--- src/rtl/rv32i_types.sv ---
// Shared types for the data-memory path: arbiter state encoding and helpers.
package rv32i_types;

    typedef enum logic [1:0] {
        IDLE,
        LOAD,
        STORE
    } dmem_arb_state_t;

    // The cache port is word-addressed; byte position is carried by the masks.
    function automatic logic [31:0] word_align(input logic [31:0] addr);
        return {addr[31:2], 2'b00};
    endfunction

endpackage

--- src/rtl/dmem_arbiter.sv ---
// Serialises store-buffer and load-RS requests onto the single data-cache port.
// Loads win by default; a saturating counter forces a store grant once too many
// loads have jumped ahead of a pending store.
module dmem_arbiter
    import rv32i_types::*;
#(
    parameter int ROB_DEPTH    = 3,
    parameter int STARVE_LIMIT = 4
) (
    input  logic                 clk,
    input  logic                 rst,

    input  logic                 dmem_w_rqst,
    input  logic                 store_buffer_full,
    input  logic [3:0]           arbiter_store_buffer_wmask,
    input  logic [31:0]          arbiter_store_buffer_addr,
    input  logic [31:0]          arbiter_store_buffer_wdata,
    output logic                 store_buffer_pop,

    input  logic                 load_rqst,
    input  logic [31:0]          load_addr,
    input  logic [3:0]           load_rmask,
    input  logic [ROB_DEPTH-1:0] load_rob_idx,
    output logic                 load_ack,

    output logic [31:0]          dmem_addr,
    output logic [3:0]           dmem_rmask,
    output logic [3:0]           dmem_wmask,
    output logic [31:0]          dmem_wdata,
    input  logic [31:0]          dmem_rdata,
    input  logic                 dmem_resp,

    output logic                 cdb_load_valid,
    output logic [ROB_DEPTH-1:0] cdb_load_rob_idx,
    output logic [31:0]          cdb_load_rdata
);

    localparam int CNT_W = $clog2(STARVE_LIMIT + 1);
    localparam logic [CNT_W-1:0] STARVE_MAX = CNT_W'(STARVE_LIMIT);

    dmem_arb_state_t      state, state_next;
    logic [CNT_W-1:0]     starve_cnt;
    logic                 grant_load, grant_store;

    logic [31:0]          req_addr;
    logic [3:0]           req_rmask;
    logic [3:0]           req_wmask;
    logic [31:0]          req_wdata;
    logic [ROB_DEPTH-1:0] req_tag;

    // Address and write data come straight from the request registers so they
    // hold their last value while idle.
    assign dmem_addr  = req_addr;
    assign dmem_wdata = req_wdata;

    // Grant decision, next state and per-state cache strobes.
    always_comb begin
        state_next       = state;
        grant_load       = 1'b0;
        grant_store      = 1'b0;
        load_ack         = 1'b0;
        store_buffer_pop = 1'b0;
        dmem_rmask       = 4'b0000;
        dmem_wmask       = 4'b0000;
        unique case (state)
            IDLE: begin
                if (dmem_w_rqst &&
                    (!load_rqst || store_buffer_full || starve_cnt == STARVE_MAX)) begin
                    grant_store = 1'b1;
                    state_next  = STORE;
                end else if (load_rqst) begin
                    grant_load = 1'b1;
                    load_ack   = 1'b1;
                    state_next = LOAD;
                end
            end
            LOAD: begin
                dmem_rmask = req_rmask;
                if (dmem_resp) state_next = IDLE;
            end
            STORE: begin
                dmem_wmask = req_wmask;
                if (dmem_resp) begin
                    store_buffer_pop = 1'b1;
                    state_next       = IDLE;
                end
            end
            default: state_next = IDLE;
        endcase
    end

    // FSM state register; reset abandons any in-flight request.
    always_ff @(posedge clk) begin
        if (rst) state <= IDLE;
        else     state <= state_next;
    end

    // Count loads that overtook a waiting store; cleared once no store waits.
    always_ff @(posedge clk) begin
        if (rst) begin
            starve_cnt <= '0;
        end else if (state == IDLE) begin
            if (grant_store || !dmem_w_rqst)
                starve_cnt <= '0;
            else if (grant_load && starve_cnt != STARVE_MAX)
                starve_cnt <= starve_cnt + 1'b1;
        end
    end

    // Capture the granted request so the cache sees it stable until completion.
    always_ff @(posedge clk) begin
        if (rst) begin
            req_addr  <= '0;
            req_rmask <= '0;
            req_wmask <= '0;
            req_wdata <= '0;
            req_tag   <= '0;
        end else if (grant_load) begin
            req_addr  <= word_align(load_addr);
            req_rmask <= load_rmask;
            req_tag   <= load_rob_idx;
        end else if (grant_store) begin
            req_addr  <= word_align(arbiter_store_buffer_addr);
            req_wmask <= arbiter_store_buffer_wmask;
            req_wdata <= arbiter_store_buffer_wdata;
        end
    end

    // Broadcast a completed load on the CDB for exactly one cycle.
    always_ff @(posedge clk) begin
        if (rst) begin
            cdb_load_valid   <= 1'b0;
            cdb_load_rob_idx <= '0;
            cdb_load_rdata   <= '0;
        end else begin
            cdb_load_valid <= (state == LOAD) && dmem_resp;
            if ((state == LOAD) && dmem_resp) begin
                cdb_load_rob_idx <= req_tag;
                cdb_load_rdata   <= dmem_rdata;
            end
        end
    end

endmodule

--- config.mk ---
export PLATFORM = sky130hd
export DESIGN_NAME = dmem_arbiter
export DESIGN_NICKNAME = d
export VERILOG_FILES = /design/src/rtl/rv32i_types.sv /design/src/rtl/dmem_arbiter.sv
export SDC_FILE = /design/constraint.sdc
export NUM_CORES = 1
export LEC_CHECK = 0
export CAP_MARGIN = 30
export CORE_MARGIN = 5
export CORE_UTILIZATION = 40
export DETAILED_ROUTE_END_ITERATION = 8
export GPL_ROUTABILITY_DRIVEN = 0
export PLACE_DENSITY = 0.85
export SYNTH_ARGS = -nofsm -noshare
export SYNTH_HDL_FRONTEND = slang
export SYNTH_SLANG_ARGS = --single-unit
export TNS_END_PERCENT = 5
--- constraint.sdc ---
create_clock -name clk -period 2.8 [get_ports clk]
set_input_delay 0.84 -clock clk [delete_from_list [all_inputs] [get_ports clk]]
set_output_delay 0.84 -clock clk [all_outputs]
set_load 0.02 [all_outputs]
# Word-level counts from Yosys, hierarchy flattened
# Cells that the tools add are included.
[classes] add_sub_neg=1 eq_ne=6 n_mux=17 bitwise_logic=1 reduce_logical=15
[op_table] cell="two-way mux 32 bit" count=2
[op_table] cell="two-way mux 4 bit" count=2
[op_table] cell="two-way mux 1 bit" count=7
[op_table] cell="two-way mux 2 bit" count=3
[op_table] cell="two-way mux 3 bit" count=2
[op_table] cell="!= test 3 bit (second input constant)" count=2
[op_table] cell="AND reduction 2 bit" count=3
[op_table] cell="one-hot mux 2 bit (2 select lines)" count=1
[op_table] cell="nonzero test 2 bit" count=2
[op_table] cell="adder 3 x 1 -> 3 bit (second input constant)" count=1
[op_table] cell="equality test 3 bit (second input constant)" count=1
[op_table] cell="logical AND 1 bit" count=3
[op_table] cell="logical OR 1 bit" count=3
[op_table] cell="equality test 2 x 1 -> 1 bit (second input constant)" count=1
[op_table] cell="equality test 2 bit (second input constant)" count=1
[op_table] cell="zero test 1 bit" count=2
[op_table] cell="zero test 2 bit" count=1
[op_table] cell="!= test 2 x 1 -> 1 bit (second input constant)" count=1
[op_table] cell="OR reduction 2 bit" count=1
[op_table] cell="inverter 1 bit" count=1
[word_totals] regBits=114 input_bits=145 out_inout_bits=110

# Depth between registers and ports, before layout
# Gate-level depths: netlist of the first run.
[depth] depth_word=9 ltp_mapped=8 ltp_nobuf=6

# Least setup slack after synthesis of the first run
# No wires, ideal clock.
[synth_path] path_kind="input to output" start="input port store_buffer_full" end="output port load_ack" t_arrival_ps=1448 required_time_ps=1960 slack_ps=512 stages=4 path_buffers=2 path_cell_list="a21oi_4 -> o211a_1 -> buf_6 -> buf_6"
[synth_between] elab_chain_len=5
[synth_lines] item="start: declaration" line_no="dmem_arbiter.sv:14" source="input logic store_buffer_full,"
[synth_lines] item="logical OR 1 bit (2 in a row)" line_no="dmem_arbiter.sv:68" source="(!load_rqst || store_buffer_full || starve_cnt == STARVE_MAX)) begin"
[synth_lines] item="logical AND 1 bit" line_no="dmem_arbiter.sv:67" source="if (dmem_w_rqst &&"
[synth_lines] item="two-way mux 1 bit" line_no="dmem_arbiter.sv:67"
[synth_lines] item="two-way mux 1 bit" line_no="dmem_arbiter.sv:65" source="unique case (state)"
[synth_lines] item="end: declaration" line_no="dmem_arbiter.sv:24" source="output logic load_ack,"
# Every way passes these cells.

# Worst setup path after layout of the first run
# Ends and elaborated chain as after synthesis.

==> results of run 1 <==
-- final timing paths --
kind                           from            to  slack [ns]  cells after the start
setup / recovery  store_buffer_full      load_ack        0.18                      4
hold / removal         req_wmask[2]  req_wmask[2]        0.45                      2
setup reg to reg      starve_cnt[0]    req_tag[2]        0.95                      7
hold reg to reg        req_wmask[2]  req_wmask[2]        0.45                      2
-- layer usage --
layer	up-vias	GRT usage	wire length (um)
li1	2209	-	-
met1	2078	0.2290	5314
met2	209	0.4048	7288
met3	17	0.1082	1809
met4	0	0.06891	194
met5	-	0	0
-- timing repair --
action | CTS | global route
buffers inserted | 0 | 0
hold endpoints to repair | 0 | 0
gates resized for setup | 5 | 9
endpoints found under the setup margin | 10 | 8
cloned | 0 | 0
-- synthesized netlist by cell type (2+ instances only) --
master	instances	area (sq um)
o21ai_0	28	140.1
nor2_1	10	37.54
and2_1	10	62.56
buf_2	11	55.05
inv_1	7	26.28
dfxtp_1	114	2282
clkbuf_1	20	75.07
ha_1	5	62.56
buf_6	3	33.78
o21ai_1	2	10.01
nand2_1	179	671.9
a21oi_1	74	370.4
nand3_1	2	10.01
buf_4	6	45.04
mux2i_1	8	80.08
a22oi_1	30	225.2
-- worst reg2reg max path: stages, from the launching register on --
cell     delay [ns]
dfxtp_1        0.37
inv_1          0.08
ha_1           0.23
a21oi_4        0.15
o211a_1        0.16
buf_4          0.40
mux2i_1        0.27
nor2_1         0.07
-- area by class of cell --
cell class	count	area share
timing repair buffer	262	0.3459
sequential	114	0.3028
multi-input combinational	361	0.2384
clock buffer	18	0.05677
clock inverter	14	0.03005
tap	136	0.02258
inverter	7	0.003486
-- power groups by stage --
| stage | clock [mW] | sequential [mW] | combinational (mW) |
|---|---|---|---|
| floorplan | 0 | 1.98 | 0.341 |
| global placement | 0 | 1.84 | 0.978 |
| detailed placement | 0 | 1.85 | 1.00 |
| CTS | 2.41 | 1.82 | 1.00 |
| global route | 2.50 | 1.84 | 1.07 |
| finish | 2.38 | 1.82 | 0.992 |
-- through the flow --
stage	setup TNS [ns]	cells	setup WS (ns)
after floorplan	0	522	0.5123
after global placement	-0.3301	880	-0.2581
after detailed placement	-0.3335	880	-0.2589
after CTS	-0.002362	912	-0.002362
after global routing	0	912	0.1325
final	0	912	0.1807
-- sequential cells by signal, indices dropped and copies added (netlist names) --
register	flops
cdb_load_rdata	32
req_wmask	4
req_rmask	4
dmem_addr	30
dmem_wdata	32
cdb_load_rob_idx	3
starve_cnt	3
cdb_load_valid	1
state	2
req_tag	3
-- cells by family (layout without fill, tap and decap cells) --
| group | count (synthesis) | count (layout) | synth area share |
|---|---|---|---|
| AOI/OAI and AO/OA | 142 | 142 | 0.1925 |
| DFF | 114 | 114 | 0.5313 |
| and+or+nand+nor | 204 | 204 | 0.1873 |
| buffers and inverters | 47 | 301 | 0.05476 |
| muxes | 8 | 8 | 0.01864 |
| adders and majority gates | 5 | 5 | 0.01456 |
| other | 1 | 2 | 0.0008730 |
-- layout by cell type, fill, tap and decap left out --
master,count
clkdlybuf4s50_1,237
nand2_1,179
dfxtp_1,114
a21oi_1,74
a22oi_1,30
o21ai_0,28
clkbuf_16,16
buf_4,14
and2_1,10
nor2_1,9
mux2i_1,8
inv_1,7
dlymetal6s2s_1,7
bufinv_16,5
clkinv_4,4
ha_1,3
inv_6,3
a21oi_4,2
nand3_1,2
o21ai_1,2
ha_2,2
conb_1,2
clkbuf_8,2
clkinvlp_4,2
dlygate4sd2_1,2
o211a_1,1
a21o_1,1
o32ai_2,1
a211o_1,1
and3_1,1
o21a_1,1
nor2_2,1
nand4b_1,1
nand3b_1,1
a31oi_1,1
clkbuf_2,1
buf_12,1
==> flow_metrics.py, run 1 <==
metrics = {
    "synthesis": {
        "netlist_instances": 521,
        "async_reset_ff_frac": 0,
        "ys_warn_count": 0,
        "synth_edf_count": 0,
        "synth_cell_types": 28,
        "synth_area_sq_mm": 0.004295,
        "ys.flop_type": "dfxtp_1",
        "ys_ff_latch": 114,
        "syn_area_per_cell_sq_um": 8.244,
        "seq_area_frac_synth": 0.5313,
    },
    "clock_network": {
        "cts.sinks": 114,
        "cts_made_buffers": 17,
        "clk_pin_slew_ns": 0.05,
        "cts_tree": "done",
        "cts_buffer_depth": 2,
        "cts_hold_buf": 0,
        "insertion_delay_ns": 0.50,
        "cts_root_buf": "clkbuf_8",
        "htreeDepth": 4,
    },
    "route": {
        "drtPass1Iterations": 5,
        "drcViolationCount": 0,
        "postRouteAntennaNets": 0,
        "drtIter0Drc": 230,
        "wl_per_cell_um": 16.02,
        "wirelength_um": 14610,
        "vias": 4513,
        "via_per_inst": 4.948,
    },
    "power": {
        "leakagePower_nw": 2.904,
        "p_sw_mw": 1.367,
        "comb_power_share": 0.191,
        "intPower_mw": 3.821,
        "seqPwrFrac": 0.350,
        "power.share.clock": 0.459,
        "power.density_mw_per_mm2": 688.4,
        "power_mw": 5.189,
        "peakVddDrop_mv": 0.4410,
        "swShare": 0.2635,
    },
    "critical_path": {
        "end_kind": "output port",
        "cp.buffers_inverters": 2,
        "cp_slowest_cell": "clkdlybuf4s50_1",
        "required_ns": 1.96,
        "critPathTopFamily": "buffers and inverters",
        "setup.worst_path.class": "primary input to output port",
        "cp-start-kind": "primary input",
        "max_stage_delay_ns": 0.51,
        "cp.arrival_ns": 1.78,
        "crit_fanout": 2,
        "cp_cell_sequence": "clkdlybuf4s50_1, a21oi_4, o211a_1, clkbuf_2",
    },
    "sta": {
        "hold_violations": 0,
        "layout_worst_path_cycle_share": 0.9355,
        "setup_violations": 0,
        "hold_slack_ns": 0.4505,
        "min_period_ns": 2.619,
        "fin_worst_skew_ns": 0.01230,
        "max_freq_mhz": 381.8,
        "final_max_slew_viol_count": 0,
        "rsz0062_at_grt": "false",
    },
    "final_layout": {
        "diodes": 0,
        "multi_input_comb_area_sq_mm": 0.001797,
        "final-seq-area_sq_mm": 0.002282,
        "utilization": 0.7236,
        "nets": 913,
        "num-fill-cells": 746,
        "fin_area_sq_mm": 0.007537,
        "drive_gt1_frac": 0.06959,
        "area_growth_pct": 75.47,
    },
    "status": {
        "status": "complete, no violations",
    },
    "grt": {
        "grt_pass1_vias": 4637,
        "grt_overflow": 0,
        "grt_pass1_wl_um": 23190,
        "grt_max_degree": 43,
        "antenna_found_initial": 0,
        "grt_use_total": 0.2248,
    },
    "placed_design": {
        "post_dp_cell_area_sq_mm": 0.006868,
        "dp_hpwl_um": 10870,
        "portBuffers": 248,
    },
    "worst_hold_path": {
        "hold_class": "register to register",
    },
    "die": {
        "rows": 37,
        "io_pins": 255,
        "die-area_sq_mm": 0.01291,
        "die_height_um": 113.6,
        "start_util": 0.4124,
        "core_area_sq_mm": 0.01042,
        "fp.dieW_um": 113.6,
    },
    "run": {
        "cap_violations": 0,
    },
}
Note: power is estimated with default switching activity, not from simulation.
==> run 2, diff against run 1 <==
Settings changed: CTS_CLUSTER_SIZE set to 14.
==> results of run 2 <==
No change in the layout: final DEF, timing and power equal those of run 1.
